### src/rtl/reg_bus_sequencer_pkg.sv
// Shared types and default sizing for the register-bus sequencer.
// The package holds the FSM state encoding and the settle-counter helpers.
package reg_bus_sequencer_pkg;

  typedef enum logic [1:0] {
    ST_IDLE   = 2'd0,
    ST_SETTLE = 2'd1,
    ST_ACCESS = 2'd2,
    ST_DONE   = 2'd3
  } state_t;

  localparam int DEF_ADDR_WIDTH    = 3;
  localparam int DEF_DATA_WIDTH    = 8;
  localparam int DEF_NUM_LINES     = 6;
  localparam int DEF_SETTLE_CYCLES = 1;
  localparam int CNT_WIDTH         = 4;

  // Counter reload: SETTLE lasts settle_cycles clocks, ending when the count reaches zero.
  function automatic logic [CNT_WIDTH-1:0] settle_load(input int settle);
    return CNT_WIDTH'(settle - 1);
  endfunction

endpackage

### src/rtl/reg_bus_sequencer_if.sv
// CPU-side memory-mapped transfer bus with Avalon-style wait-request.
// The master modport is the CPU; the slave modport is the sequencer.
interface reg_bus_sequencer_if
  import reg_bus_sequencer_pkg::*;
#(
  parameter int addr_width = DEF_ADDR_WIDTH,
  parameter int data_width = DEF_DATA_WIDTH
);

  logic [addr_width-1:0] cpu_address;
  logic                  cpu_read;
  logic                  cpu_write;
  logic [data_width-1:0] cpu_writedata;
  logic [data_width-1:0] cpu_readdata;
  logic                  cpu_waitrequest;

  modport master (
    output cpu_address, cpu_read, cpu_write, cpu_writedata,
    input  cpu_readdata, cpu_waitrequest
  );

  modport slave (
    input  cpu_address, cpu_read, cpu_write, cpu_writedata,
    output cpu_readdata, cpu_waitrequest
  );

endinterface

### src/rtl/reg_bus_sequencer.sv
// Bus front end for the register slave fan-out: latches a CPU transfer, holds the
// decoder address through its select latency, strobes the line, then completes.
module reg_bus_sequencer
  import reg_bus_sequencer_pkg::*;
#(
  parameter int addr_width    = DEF_ADDR_WIDTH,
  parameter int data_width    = DEF_DATA_WIDTH,
  parameter int num_lines     = DEF_NUM_LINES,
  parameter int settle_cycles = DEF_SETTLE_CYCLES
) (
  input  logic                  clk,
  input  logic                  reset_n,
  reg_bus_sequencer_if.slave    cpu,
  output logic [addr_width-1:0] dec_address,
  output logic                  wr_strobe,
  output logic                  rd_strobe,
  output logic [data_width-1:0] wr_data,
  input  logic [data_width-1:0] rd_data,
  output logic                  access_err
);

  state_t                state;
  logic [CNT_WIDTH-1:0]  count;
  logic                  is_write;
  logic                  in_range;
  logic [data_width-1:0] readdata;
  logic                  waitrequest;
  logic                  req_in_range;

  assign cpu.cpu_readdata    = readdata;
  assign cpu.cpu_waitrequest = waitrequest;

  // Range check is resolved at accept time so ACCESS works only from latched state.
  assign req_in_range = (32'(cpu.cpu_address) < 32'(num_lines));

  // Strobes and waitrequest are flops set on the transition into ACCESS/DONE,
  // so they coincide with those states and cannot glitch.
  always_ff @(posedge clk or negedge reset_n) begin
    if (!reset_n) begin
      state       <= ST_IDLE;
      count       <= '0;
      is_write    <= 1'b0;
      in_range    <= 1'b0;
      dec_address <= '0;
      wr_data     <= '0;
      readdata    <= '0;
      wr_strobe   <= 1'b0;
      rd_strobe   <= 1'b0;
      waitrequest <= 1'b1;
      access_err  <= 1'b0;
    end else begin
      wr_strobe   <= 1'b0;
      rd_strobe   <= 1'b0;
      waitrequest <= 1'b1;
      case (state)
        ST_IDLE: begin
          if (cpu.cpu_read || cpu.cpu_write) begin
            dec_address <= cpu.cpu_address;
            wr_data     <= cpu.cpu_writedata;
            is_write    <= cpu.cpu_write;
            in_range    <= req_in_range;
            count       <= settle_load(settle_cycles);
            if (cpu.cpu_read && cpu.cpu_write) begin
              access_err <= 1'b1;
            end
            state <= ST_SETTLE;
          end
        end
        ST_SETTLE: begin
          if (count == '0) begin
            wr_strobe <= in_range && is_write;
            rd_strobe <= in_range && !is_write;
            state     <= ST_ACCESS;
          end else begin
            count <= count - 1'b1;
          end
        end
        ST_ACCESS: begin
          if (!in_range) begin
            readdata   <= '0;
            access_err <= 1'b1;
          end else if (!is_write) begin
            readdata <= rd_data;
          end
          waitrequest <= 1'b0;
          state       <= ST_DONE;
        end
        ST_DONE: begin
          state <= ST_IDLE;
        end
        default: begin
          state <= ST_IDLE;
        end
      endcase
    end
  end

endmodule

### src/flat_wrapper.sv
// flat-port wrapper written by rule: the top's interface ports become plain ports
module reg_bus_sequencer_flat import reg_bus_sequencer_pkg::*;
#(
  parameter int addr_width    = DEF_ADDR_WIDTH,
  parameter int data_width    = DEF_DATA_WIDTH,
  parameter int num_lines     = DEF_NUM_LINES,
  parameter int settle_cycles = DEF_SETTLE_CYCLES
)
  (clk, reset_n, dec_address, wr_strobe, rd_strobe, wr_data, rd_data, access_err, cpu_cpu_address, cpu_cpu_read, cpu_cpu_write, cpu_cpu_writedata, cpu_cpu_readdata, cpu_cpu_waitrequest);
  reg_bus_sequencer_if #(.addr_width(addr_width), .data_width(data_width)) cpu_i ();
  input  logic clk;
  input  logic reset_n;
  output logic [addr_width-1:0] dec_address;
  output logic wr_strobe;
  output logic rd_strobe;
  output logic [data_width-1:0] wr_data;
  input  logic [data_width-1:0] rd_data;
  output logic access_err;
  input wire logic [$bits(cpu_i.cpu_address)-1:0] cpu_cpu_address;
  input wire logic [$bits(cpu_i.cpu_read)-1:0] cpu_cpu_read;
  input wire logic [$bits(cpu_i.cpu_write)-1:0] cpu_cpu_write;
  input wire logic [$bits(cpu_i.cpu_writedata)-1:0] cpu_cpu_writedata;
  output wire logic [$bits(cpu_i.cpu_readdata)-1:0] cpu_cpu_readdata;
  output wire logic [$bits(cpu_i.cpu_waitrequest)-1:0] cpu_cpu_waitrequest;
  assign cpu_i.cpu_address = cpu_cpu_address;
  assign cpu_i.cpu_read = cpu_cpu_read;
  assign cpu_i.cpu_write = cpu_cpu_write;
  assign cpu_i.cpu_writedata = cpu_cpu_writedata;
  assign cpu_cpu_readdata = cpu_i.cpu_readdata;
  assign cpu_cpu_waitrequest = cpu_i.cpu_waitrequest;
  reg_bus_sequencer #(.addr_width(addr_width), .data_width(data_width), .num_lines(num_lines), .settle_cycles(settle_cycles)) u_core (.clk(clk), .reset_n(reset_n), .cpu(cpu_i), .dec_address(dec_address), .wr_strobe(wr_strobe), .rd_strobe(rd_strobe), .wr_data(wr_data), .rd_data(rd_data), .access_err(access_err));
endmodule
### config.mk
export PLATFORM = sky130hd
export DESIGN_NAME = reg_bus_sequencer_flat
export DESIGN_NICKNAME = d
export VERILOG_FILES = /design/src/rtl/reg_bus_sequencer_pkg.sv /design/src/rtl/reg_bus_sequencer_if.sv /design/src/rtl/reg_bus_sequencer.sv /design/src/flat_wrapper.sv
export SDC_FILE = /design/constraint.sdc
export NUM_CORES = 1
export LEC_CHECK = 0
export BUFFER_PORTS_ARGS = -buffer_cell sky130_fd_sc_hd__buf_2
export CAP_MARGIN = 15
export CORE_ASPECT_RATIO = 2
export CORE_UTILIZATION = 51
export CTS_BUF_LIST = sky130_fd_sc_hd__clkbuf_8
export DETAILED_ROUTE_END_ITERATION = 6
export PLACE_DENSITY_LB_ADDON = 0.15
export SYNTH_ARGS = -nofsm -noshare
export SYNTH_HDL_FRONTEND = slang
export SYNTH_SLANG_ARGS = --single-unit
### constraint.sdc
create_clock -name clk -period 2.5 [get_ports clk]
set_input_delay 0.375 -clock clk [delete_from_list [all_inputs] [get_ports clk]]
set_output_delay 0.375 -clock clk [all_outputs]
set_load 0.02 [all_outputs]
======== Yosys cells after proc, flatten, opt, wreduce, memory -nomap -nowiden ========
Index checks and enable logic that the tools add are counted.
storage, ports and cells
  output and inout bits ................... 23
  logic and storage cells ................. 53
  flip-flop bits (word level) ............. 31
cells by class
  order comparisons ....................... 1
  equality and inequality tests ........... 9
  add/subtract/negate cells ............... 1
  muxes and demuxes ....................... 17
  reductions and logical operators ........ 14
operators by type and width
  operator                                                                  count
  8-bit two-way mux                                                         2
  1-bit two-way mux                                                         8
  4-bit two-way mux                                                         2
  2-bit case mux with 4 select lines                                        1
  4-bit case mux with 2 select lines                                        1
  2-bit by 1-bit inequality test with 1-bit output (second input constant)  3
  2-bit inequality test (second input constant)                             3
  2-bit AND reduction                                                       3
  2-bit equality test (second input constant)                               2
  4-bit logical NOT                                                         1
  2-bit two-way mux                                                         2
  4-bit AND reduction                                                       1
  2-bit nonzero test                                                        2
  4-bit by 1-bit subtractor with 4-bit output (second input constant)       1
  1-bit logical AND                                                         3
  3-bit less-than comparator (second input constant)                        1
  3-bit AND reduction                                                       1
  2-bit by 1-bit equality test with 1-bit output (second input constant)    1
  2-bit logical NOT                                                         1
  1-bit case mux with 2 select lines                                        1
  1-bit logical NOT                                                         1
  1-bit logical OR                                                          1

======== Longest topological paths before layout ========
  depth in word-level cells ............... 4
  depth in mapped cells ................... 6

======== Least setup slack after synthesis ========
No wires, ideal clock.
  path kind ............................... flip-flop to flip-flop
  start point ............................. register u_core.count[0]
  end point ............................... register u_core.state[1]
  cell stages (with the launch flop) ...... 6
  data arrival time ....................... 1.508 ns
  setup slack ............................. 0.865 ns
  cell sequence ........................... dfrtp_1 -> inv_1 -> ha_1 -> or3b_4 -> a21oi_2 -> mux2_1
between the ends
  longest elaborated chain between the ends .. 3
ends and longest elaborated chain
  element                                                     line                     source
  from (decl)                                                 reg_bus_sequencer.sv:23  logic [CNT_WIDTH-1:0] count;
  from (signal assigned)                                      reg_bus_sequencer.sv:62  count <= settle_load(settle_cycles);
  from (signal assigned)                                      reg_bus_sequencer.sv:75  count <= count - 1'b1;
  4-bit logical NOT                                           reg_bus_sequencer.sv:70  if (count == '0) begin
  2-bit by 1-bit inequality test with 1-bit output (no line)  n/a
  2-bit AND reduction (no line)                               n/a
  to (signal assigned)                                        reg_bus_sequencer.sv:66  state <= ST_SETTLE;
  to (signal assigned)                                        reg_bus_sequencer.sv:73  state <= ST_ACCESS;
  to (signal assigned)                                        reg_bus_sequencer.sv:86  state <= ST_DONE;
  to (decl)                                                   reg_bus_sequencer.sv:22  state_t state;
Every way passes these cells.
A chain may end at the register's enable or synchronous reset.

======== Worst setup path in the final report ========
Same ends and word-level chain as after synthesis.

==> flow_metrics.env <==
export IMPL_status="finished clean"
export IMPL_cts_tree="built"
export IMPL_synth_most_common_cell="dfrtp_1"
export IMPL_finalPower_mw=2.382
export IMPL_fin_crit_sh_pct=71.32
export IMPL_ys_warn_count=0
export IMPL_setup_slack_ns=0.7170
export IMPL_yosysUniqueCellTypes=36
export IMPL_fmax_ghz=0.5609
export IMPL_ios=46
export IMPL_powerDensity_mw_per_mm2=1341
export IMPL_worst_clock_skew_ns=0.006113
export IMPL_max_slew_margin_pct=36.16
export IMPL_cp_slowest_stage_delay_ns=0.43
export IMPL_dp_hpwl_um=2099
export IMPL_seq_area_frac_synth_pct=55.25
export IMPL_holdBufCountCts=0
export IMPL_grt_max_degree=32
export IMPL_path_buf_inv=1
export IMPL_cts_root_buffer="clkbuf_8"
export IMPL_leakagePower_nw=0.8812
export IMPL_synth_edf_count=0
export IMPL_syn_num_nets=141
export IMPL_r2r_start="u_core.count[0]$_DFFE_PN0P_"
export IMPL_fp_dieW_um=39.13
export IMPL_maxCapViolCount=0
export IMPL_syn_inst=112
export IMPL_synth_ff_type="dfrtp_1"
export IMPL_gp_congestion=0.7425
export IMPL_nNetsFinal=191
export IMPL_finalCriticalPeriod_ns=1.783
export IMPL_final_cells=191
export IMPL_drc=0
export IMPL_syn_area_mm2=0.001406
export IMPL_die_area_mm2=0.002984
export IMPL_nFillCells=202
export IMPL_path_clk_slew_ns=0.07
export IMPL_start_util_pct=54.72
export IMPL_synth_seq_cells=31
export IMPL_critPathArrivalTime_ns=1.94
export IMPL_port_buffers=45
export IMPL_first_iter_violations=21
export IMPL_via_per_inst=5.796
export IMPL_drive_gt1_share_pct=42.33
export IMPL_clk_latency_ns=0.28
export IMPL_finalSetupViolations=0
export IMPL_setup_tns_ns=0
export IMPL_worst_path_max_fanout=5
export IMPL_synth_common_cells="dfrtp_1 (30), mux2_2 (11), a22oi_1 (8), o2bb2ai_1 (8)"
export IMPL_drv_slew=0
export IMPL_placedCellCount=183
export IMPL_startpoint="u_core.count[0]$_DFFE_PN0P_"
export IMPL_placed_area_mm2=0.001659
export IMPL_cts_sinks=31
export IMPL_slowest_stage="dfrtp_1"
export IMPL_hold_violations=0
export IMPL_cp_top_family="flip-flops"
export IMPL_antenna_left=0
export IMPL_reg2regPathDepth=5
export IMPL_synth_top_area_cell="dfrtp_1"
export IMPL_grt_pass1_vias=1101
export IMPL_antenna_cells=0
export IMPL_ctsResizeCount=0
export IMPL_holdCritPathClass="input pin to async pin"
export IMPL_synth_top_area_share_pct=53.38
export IMPL_track_usage_pct=22.05
export IMPL_num_vias=1107
export IMPL_grt_pass1_wl_um=4671
export IMPL_areaGrowthSynthToFinish_pct=26.33
export IMPL_r2r_end="u_core.state[1]$_DFFE_PN0P_"
export IMPL_path_class="register to register"
export IMPL_synth_async_reset_ratio_pct=100.0
export IMPL_antenna_found_initial=0
export IMPL_tightest_slew_ns=0.9513
export IMPL_avgSynthCellArea_um2=12.56
export IMPL_wl_um=2844
export IMPL_final_cell_area_mm2=0.001777
export IMPL_row_count=26
export IMPL_max_clock_path_buffers=2
export IMPL_numCtsBuffers=5
export IMPL_htreeDepth=2
export IMPL_startpoint_type="register"
export IMPL_crit_chain="inv_1 > ha_1 > or3b_4 > a21oi_2 > mux2_1"
export IMPL_core_mm2=0.002570
export IMPL_yosys_top_cells_area="dfrtp_1 (53%), mux2_2 (8.8%), ha_1 (5.3%)"
export IMPL_r2r_slack_ns=0.72
export IMPL_rsz0062_at_grt="false"
export IMPL_first_pass_iters=4
export IMPL_overflow=0
export IMPL_fp_dieH_um=76.26
export IMPL_crit_path_end_kind="register"
export IMPL_preCtsSetupSlack_ns=0.6776
export IMPL_post_cts_buffers=0
export IMPL_avgRoutedWirePerCell_um=14.89
export IMPL_ir_worst_vdd_mv=0.8286
export IMPL_worst_endpoint_required_ns=2.66
[layer usage]
layer	vias up	wire length [um]	track usage, %
met5	-	0	0
met4	0	44	7.241
met3	4	157	5.539
met2	53	1642	39.83
met1	540	1000	22.58
li1	510	-	-
[how the worst max path moves through the flow]
| stage | to | cells after the start |
|---|---|---|
| global route | u_core.in_range$_DFFE_PN0P_ | 6 |
| floorplan | u_core.state[1]$_DFFE_PN0P_ | 5 |
| finish | u_core.state[1]$_DFFE_PN0P_ | 5 |
| detailed placement | u_core.wr_data[4]$_DFFE_PN0P_ | 3 |
| global placement | u_core.wr_data[7]$_DFFE_PN0P_ | 3 |
| CTS | u_core.wr_data[0]$_DFFE_PN0P_ | 4 |
[report_power, final]
group          internal (mW)  switching [mW]  leakage, nW  total (mW)
registers              0.722           0.144        0.369       0.867
logic                  0.422           0.592        0.451        1.01
clock network          0.322           0.180       0.0612       0.502
total                   1.47           0.916        0.881        2.38
[layout make-up]
cell class,instances,area [um2],area share [%]
Inverter,7,26.28,1.479
Sequential cell,31,777.0,43.73
Multi-Input combinational cell,71,588.1,33.10
Tap cell,28,35.03,1.972
Timing Repair Buffer,46,232.7,13.10
Clock buffer,6,82.58,4.648
Clock inverter,2,35.03,1.972
[sequential cells by signal (all words and copies together) (netlist names)]
| signal | cells |
|---|---|
| u_core.cpu.cpu_readdata | 8 |
| u_core.in_range | 1 |
| u_core.state | 2 |
| u_core.access_err | 1 |
| u_core.rd_strobe | 1 |
| u_core.wr_strobe | 1 |
| u_core.is_write | 1 |
| u_core.cpu.cpu_waitrequest | 1 |
| u_core.wr_data | 8 |
| u_core.dec_address | 3 |
| u_core.count | 4 |
[cells in the final DEF, fill, tap and decap left out, types with 2 or more instances in the layout]
cell type,n
a211o_1,2
a22oi_1,8
and3_1,2
buf_2,45
clkbuf_8,6
clkinv_1,2
dfrtp_1,30
ha_1,6
inv_1,5
mux2_2,11
nand2_1,6
nor2_1,2
nor3_1,2
o21ai_0,3
o2bb2ai_1,8
o31ai_1,2
[per-stage QoR]
stage	hold WS, ns	utilization [%]
2_1_floorplan	0.07941	-
3_3_place_gp	0.4421	64.56
3_5_place_dp	0.4518	64.56
4_1_cts	0.1514	69.13
5_1_grt	0.1841	69.13
6_report	0.1359	69.13
[kinds of logic (layout without fill, tap and decap cells)]
kind of cell	count (synthesis)	in the layout	share of synthesized area (%)
AOI/OAI and AO/OA	30	30	16.37
adders and majority gates	6	6	5.338
muxes	13	13	10.32
and+or+nand+nor	22	22	9.788
buffers and inverters	10	61	2.937
DFF	31	31	55.25
Power figures use the tool's default switching activity.
